**config.mk**
```make
export PLATFORM = sky130hd
export DESIGN_NAME = div_unit
export DESIGN_NICKNAME = d
export VERILOG_FILES = /design/src/rtl/div_pkg.sv /design/src/rtl/div_step.sv /design/src/rtl/div_unit.sv
export SDC_FILE = /design/constraint.sdc
export NUM_CORES = 1
export LEC_CHECK = 0
export CAP_MARGIN = 10
export CORE_MARGIN = 10
export CORE_UTILIZATION = 60
export DETAILED_ROUTE_END_ITERATION = 7
export GPL_ROUTABILITY_DRIVEN = 0
export GPL_TIMING_DRIVEN = 1
export PLACE_DENSITY = 0.79
export SYNTH_ARGS = -nofsm -noshare
export SYNTH_HDL_FRONTEND = slang
export SYNTH_HIERARCHICAL = 1
export SYNTH_SLANG_ARGS = --single-unit
```
**constraint.sdc**
```tcl
create_clock -name clk -period 4.3 [get_ports clk]
set_input_delay 0.645 -clock clk [delete_from_list [all_inputs] [get_ports clk]]
set_output_delay 0.645 -clock clk [all_outputs]
set_load 0.02 [all_outputs]
```
**src/rtl/div_pkg.sv**
```systemverilog
// div_pkg: shared types and constants for the iterative divider.
// Operation encodings, FSM states, counter sizing and the special-case
// result constants used by div_unit and its testbench.
package div_pkg;

  // Operation select, matches the divop port encoding.
  typedef enum logic [1:0] {
    OP_DIV  = 2'b00,
    OP_DIVU = 2'b01,
    OP_REM  = 2'b10,
    OP_REMU = 2'b11
  } divop_e;

  // Divider control states.
  typedef enum logic [1:0] {
    ST_IDLE = 2'b00,
    ST_CALC = 2'b01,
    ST_FIX  = 2'b10,
    ST_DONE = 2'b11
  } state_e;

  localparam int DIV_WIDTH = 32;
  localparam int DIV_CNT_W = $clog2(DIV_WIDTH + 1);

  // Special-case results for the default width.
  localparam logic [DIV_WIDTH-1:0] DIV_MOST_NEG = {1'b1, {(DIV_WIDTH-1){1'b0}}};
  localparam logic [DIV_WIDTH-1:0] DIV_ALL_ONES = {DIV_WIDTH{1'b1}};

  // Iteration counter width for an arbitrary operand width.
  function automatic int cnt_width(input int w);
    return $clog2(w + 1);
  endfunction

  // DIV and REM are the signed operations (bit 0 clear).
  function automatic logic op_is_signed(input logic [1:0] op);
    return ~op[0];
  endfunction

  // REM and REMU return the remainder (bit 1 set).
  function automatic logic op_is_rem(input logic [1:0] op);
    return op[1];
  endfunction

endpackage

```
**src/rtl/div_step.sv**
```systemverilog
// div_step: one radix-2 restoring division iteration, purely combinational.
// {rem, quo} is shifted left by one, the divisor is trial-subtracted from the
// partial remainder, and the quotient LSB records whether it fit.
module div_step
  import div_pkg::*;
#(
  parameter int WIDTH = DIV_WIDTH
) (
  input  logic [WIDTH:0]   rem,
  input  logic [WIDTH-1:0] quo,
  input  logic [WIDTH-1:0] divisor,
  output logic [WIDTH:0]   rem_next,
  output logic [WIDTH-1:0] quo_next
);

  // One extra bit above the shifted remainder acts as the borrow out.
  logic [WIDTH+1:0] shifted;
  logic [WIDTH+1:0] diff;

  // Shift, trial-subtract, and keep the difference when no borrow occurred.
  always_comb begin
    shifted  = {rem, quo[WIDTH-1]};
    diff     = shifted - {2'b00, divisor};
    rem_next = shifted[WIDTH:0];
    quo_next = {quo[WIDTH-2:0], 1'b0};
    if (!diff[WIDTH+1]) begin
      rem_next    = diff[WIDTH:0];
      quo_next[0] = 1'b1;
    end
  end

endmodule

```
**src/rtl/div_unit.sv**
```systemverilog
// div_unit: iterative RISC-V M-extension divider (DIV, DIVU, REM, REMU).
// Operands are latched as magnitudes, WIDTH restoring steps run in CALC, and
// FIX applies signs and the divide-by-zero / signed-overflow results.
// Optional feature macro: DIV_EARLY_OUT_EN -- when defined, divide-by-zero
// and signed overflow skip CALC/FIX and complete directly from IDLE.
module div_unit
  import div_pkg::*;
#(
  parameter int WIDTH = DIV_WIDTH
) (
  input  logic             clk,
  input  logic             rst,
  input  logic             start,
  input  logic [1:0]       divop,
  input  logic [WIDTH-1:0] opr_a,
  input  logic [WIDTH-1:0] opr_b,
  input  logic             flush,
  output logic             busy,
  output logic             done,
  output logic [WIDTH-1:0] opr_res
);

  localparam int CNT_W = cnt_width(WIDTH);
  localparam logic [WIDTH-1:0] MOST_NEG = {1'b1, {(WIDTH-1){1'b0}}};
  localparam logic [WIDTH-1:0] ALL_ONES = {WIDTH{1'b1}};
  localparam logic [CNT_W-1:0] LAST_CNT = CNT_W'(WIDTH - 1);

  state_e           state_reg, state_next;
  divop_e           op_reg;
  logic [WIDTH:0]   rem_reg;
  logic [WIDTH-1:0] quo_reg;
  logic [WIDTH-1:0] div_reg;
  logic [WIDTH-1:0] a_raw_reg;
  logic [WIDTH-1:0] res_reg;
  logic [CNT_W-1:0] cnt_reg;
  logic             qsign_reg, rsign_reg;
  logic             dz_reg, ovf_reg;

  logic             accept;
  logic             in_signed, a_neg, b_neg;
  logic [WIDTH-1:0] a_mag, b_mag;
  logic             in_dz, in_ovf;
  logic             early;
  logic [WIDTH-1:0] early_res;
  logic [WIDTH:0]   step_rem;
  logic [WIDTH-1:0] step_quo;
  logic [WIDTH-1:0] quo_fix, rem_fix, fix_res;

  // Operand conditioning at acceptance: magnitudes, signs and special cases.
  always_comb begin
    accept    = (state_reg == ST_IDLE) && start && !flush;
    in_signed = op_is_signed(divop);
    a_neg     = in_signed & opr_a[WIDTH-1];
    b_neg     = in_signed & opr_b[WIDTH-1];
    a_mag     = a_neg ? ('0 - opr_a) : opr_a;
    b_mag     = b_neg ? ('0 - opr_b) : opr_b;
    in_dz     = (opr_b == '0);
    in_ovf    = in_signed && (opr_a == MOST_NEG) && (opr_b == ALL_ONES);
  end

`ifdef DIV_EARLY_OUT_EN
  // Special cases resolve immediately from the raw operands.
  assign early     = in_dz || in_ovf;
  assign early_res = in_dz  ? (op_is_rem(divop) ? opr_a : ALL_ONES)
                            : (op_is_rem(divop) ? '0    : MOST_NEG);
`else
  // Special cases take the full iterative path and are patched in FIX.
  assign early     = 1'b0;
  assign early_res = '0;
`endif

  div_step #(.WIDTH(WIDTH)) u_step (
    .rem      (rem_reg),
    .quo      (quo_reg),
    .divisor  (div_reg),
    .rem_next (step_rem),
    .quo_next (step_quo)
  );

  // Sign restoration and special-case substitution for the final result.
  always_comb begin
    quo_fix = qsign_reg ? ('0 - quo_reg) : quo_reg;
    rem_fix = rsign_reg ? ('0 - rem_reg[WIDTH-1:0]) : rem_reg[WIDTH-1:0];
    if (dz_reg) begin
      quo_fix = ALL_ONES;
      rem_fix = a_raw_reg;
    end else if (ovf_reg) begin
      quo_fix = MOST_NEG;
      rem_fix = '0;
    end
    fix_res = op_is_rem(op_reg) ? rem_fix : quo_fix;
  end

  // FSM state register.
  always_ff @(posedge clk) begin
    if (rst) state_reg <= ST_IDLE;
    else     state_reg <= state_next;
  end

  // Next-state logic; flush returns to IDLE from anywhere.
  always_comb begin
    state_next = state_reg;
    case (state_reg)
      ST_IDLE: if (start) state_next = early ? ST_DONE : ST_CALC;
      ST_CALC: if (cnt_reg == LAST_CNT) state_next = ST_FIX;
      ST_FIX:  state_next = ST_DONE;
      ST_DONE: state_next = ST_IDLE;
      default: state_next = ST_IDLE;
    endcase
    if (flush) state_next = ST_IDLE;
  end

  // Datapath: operand latch, iteration, and result register.
  always_ff @(posedge clk) begin
    if (rst) begin
      op_reg    <= OP_DIV;
      rem_reg   <= '0;
      quo_reg   <= '0;
      div_reg   <= '0;
      a_raw_reg <= '0;
      res_reg   <= '0;
      cnt_reg   <= '0;
      qsign_reg <= 1'b0;
      rsign_reg <= 1'b0;
      dz_reg    <= 1'b0;
      ovf_reg   <= 1'b0;
    end else if (accept) begin
      op_reg    <= divop_e'(divop);
      rem_reg   <= '0;
      quo_reg   <= a_mag;
      div_reg   <= b_mag;
      a_raw_reg <= opr_a;
      cnt_reg   <= '0;
      qsign_reg <= a_neg ^ b_neg;
      rsign_reg <= a_neg;
      dz_reg    <= in_dz;
      ovf_reg   <= in_ovf;
      if (early) res_reg <= early_res;
    end else if (!flush && state_reg == ST_CALC) begin
      rem_reg <= step_rem;
      quo_reg <= step_quo;
      cnt_reg <= cnt_reg + CNT_W'(1);
    end else if (!flush && state_reg == ST_FIX) begin
      res_reg <= fix_res;
    end
  end

  assign busy    = (state_reg != ST_IDLE);
  assign done    = (state_reg == ST_DONE);
  assign opr_res = res_reg;

endmodule

```
==> metrics.txt <==
Via density 6.46; top_reg_cell synth dfxtp_1; Hold Crit Class reg2reg; pin count of the biggest net entering global routing 69; Final min period 3.80 ns; status complete, no violations; All-Layer GR Usage 0.276; WP data required 4.65 ns; drt drc 0; register area share after synthesis 0.281; Routed Antenna Nets 0; Clock Root Buffer clkbuf_16; final net count 1793; R2R Setup Slk 0.50 ns; first-pass GRT wire length 60400 um; Max Root-Sink Buffers 2; Switching Share 0.318; CP Class reg2reg; Peak VDD IR 0.276 mV; setup bufs post-CTS 0; final worst-path cycle share 0.884; Hold WS 0.455 ns; Reg power frac 0.417; CTS Buf Count 17; DRT iter0 DRCs 1544; Clk pwr share 0.373; Critical Path Source rem_reg[7]; clock sinks 174; Die ar. 26800 um^2; n_diodes 0; Detail Placement HPWL 28200 um; htree depth 4; placed inst area 13300 um^2; NetSw 1.34 mW; EDFF count, synth 0; CTS Hold Bufs 0; most common cell type on the critical path nand2_1; Yosys warnings 6; met3 Use GR 0.0781; met1 Use GR 0.371; Power Dens Cells 302 nW/um^2; layout cell share with drive strength beyond 1 0.0615; syn_area_per_cell 7.41 um^2; Yosys top cell area share 0.281; Combinational Power Share 0.210; clk_lat worst skew 0.45 ns; Rel. slew slack 0.164; FILL cells 1743; synth top area cells dfxtp_1 28%, nand2_1 8.2%, a21oi_1 6.3%; Clk pin slew, worst setup/hold paths 0.07 ns; Synth Instances 1674; I/O pin count 104; count of input and output buffers 103; Routed WL 38500 um; Critical Path End Type register; CTS tree yes; flops & latches, synth 174; Slew Viols, Final 0; Mapped Nets 1788; Largest register FFs 33; row count 52; PostCTS Resize Cnt 0; Multi-input gate area 8050 um^2; slew at the pin closest to its max-slew limit 1.24 ns; Synth cell types 81; Die Span X 164 um; via count of the first global-routing pass 11362; commonest cells in the netlist 270 x nand2_1, 174 x dfxtp_1, 156 x a21oi_1; Synth-to-Final Area Change 12.2%; routed via count 12681; total chip power 4.20 mW; worst-path cell chain ha_1 -> and3_1 -> or3b_1 -> a211oi_2 -> o31ai_1 -> and3_4 -> o31a_4 -> xor2_4 -> buf_4 -> nand2_1 -> o21ai_0 -> nand2_1 -> a21oi_1; GRT overflow 0; crit path capture rem_reg[0]; Crit path largest cell delay 0.50 ns; Die Y 164 um; Max Cap Viol 0; Slowest cell on crit path xor2_4; count leader, synth nand2_1; CP Max Fanout 34; Int Pwr 2.87 mW; FF-to-FF path depth 13; worst reg2reg path startpoint rem_reg[7]; Starting Density 0.611; Max Freq 263 MHz; Setup Viol. Count Final 0; drt first pass iters 6; Finished Cell Area 13900 um^2; Clock Skew 0.0129 ns; Leak 5.04 nW; startpoint types register; initial antenna violation count 0; Fin. Hold Viols 0; Async S/R FF share, synth 0; GR peak layer met2; RSZ-0062 raised after global routing no; WL/cell 19.6 um; top cell type by total area after synthesis dfxtp_1; R2R Path End rem_reg[0]; core area 20300 um^2; register area 3480 um^2; Post-Route Setup TNS 0 ns; M2 GR Usage 0.406; Worst EP arrival 4.15 ns; synthesized cell area 12400 um^2
worst max-delay path, delay by kind of cell, from the launching register on:
family	cells	cell delay, ns
simple gates	5	0.98
compound gates	5	0.97
xor+xnor	1	0.50
fa+ha+maj	1	0.45
buf+inv	1	0.41
flops	1	0.39
final cells by class:
cell class / count / share of cell area
clock buffers: 19 / 0.0318
clock inverters: 13 / 0.0106
inverters: 62 / 0.0167
multi-input cells: 1297 / 0.579
flip-flops and latches: 174 / 0.250
well taps: 270 / 0.0243
repair buffers: 127 / 0.0877
cells by family after synthesis:
kind of cell / Yosys count / synth area share
compound gates: 484 / 0.256
xor+xnor: 131 / 0.0940
fa+ha+maj: 44 / 0.0450
buf+inv: 203 / 0.0724
flops: 174 / 0.281
mux: 35 / 0.0296
simple gates: 603 / 0.222
per-layer routing:
metal,vias up,share of wire
met2,742,0.43
li1,5967,-
met4,0,0.033
met5,-,0
met1,5876,0.42
met3,96,0.12
cell usage in the layout (no fill, tap or decap), drive strengths merged, types with 15 or more instances in the layout:
cell type,synthesis,layout
nor4,22,22
xnor2,78,78
nand2,270,270
or3,16,16
nor3,50,50
clkdlybuf4s50,0,102
inv,62,69
ha,43,43
a21o,24,24
dfxtp,174,174
nor2,139,139
xor2,53,53
o22ai,20,20
buf,45,25
o21ai,90,90
o41ai,19,19
nand4,19,19
mux2i,21,21
a211oi,46,46
clkbuf,96,19
a21oi,156,156
a311oi,19,19
or4,15,15
o31ai,30,30
power groups by stage:
stage / clock (mW) / sequential [mW] / combinational, mW
finish: 1.57 / 1.75 / 0.884
global route: 1.64 / 1.76 / 0.958
CTS: 1.57 / 1.75 / 0.861
detailed placement: 0 / 1.79 / 0.854
global placement: 0 / 1.78 / 0.839
floorplan: 0 / 1.76 / 0.627
through the flow:
stage               utilization  setup WS (ns)  cells
detailed placement        0.657          0.637   1930
CTS                       0.686          0.586   1962
global placement          0.657          0.769   1930
global route              0.686          0.320   1962
finish                    0.686          0.499   1962
floorplan                     -           1.30   1674
worst min-delay path by stage:
stage / startpoint / end / slack (ns) / cells after the start
6_report: div_reg[24] / div_reg[24] / 0.45 / 2
5_1_grt: a_raw_reg[21] / a_raw_reg[21] / 0.48 / 2
4_1_cts: div_reg[23] / div_reg[23] / 0.45 / 2
3_5_place_dp: div_reg[23] / div_reg[23] / 0.45 / 2
3_3_place_gp: a_raw_reg[27] / a_raw_reg[27] / 0.44 / 2
2_1_floorplan: div_reg[27] / div_reg[27] / 0.43 / 2
Note: power is estimated with default switching activity, not from simulation.
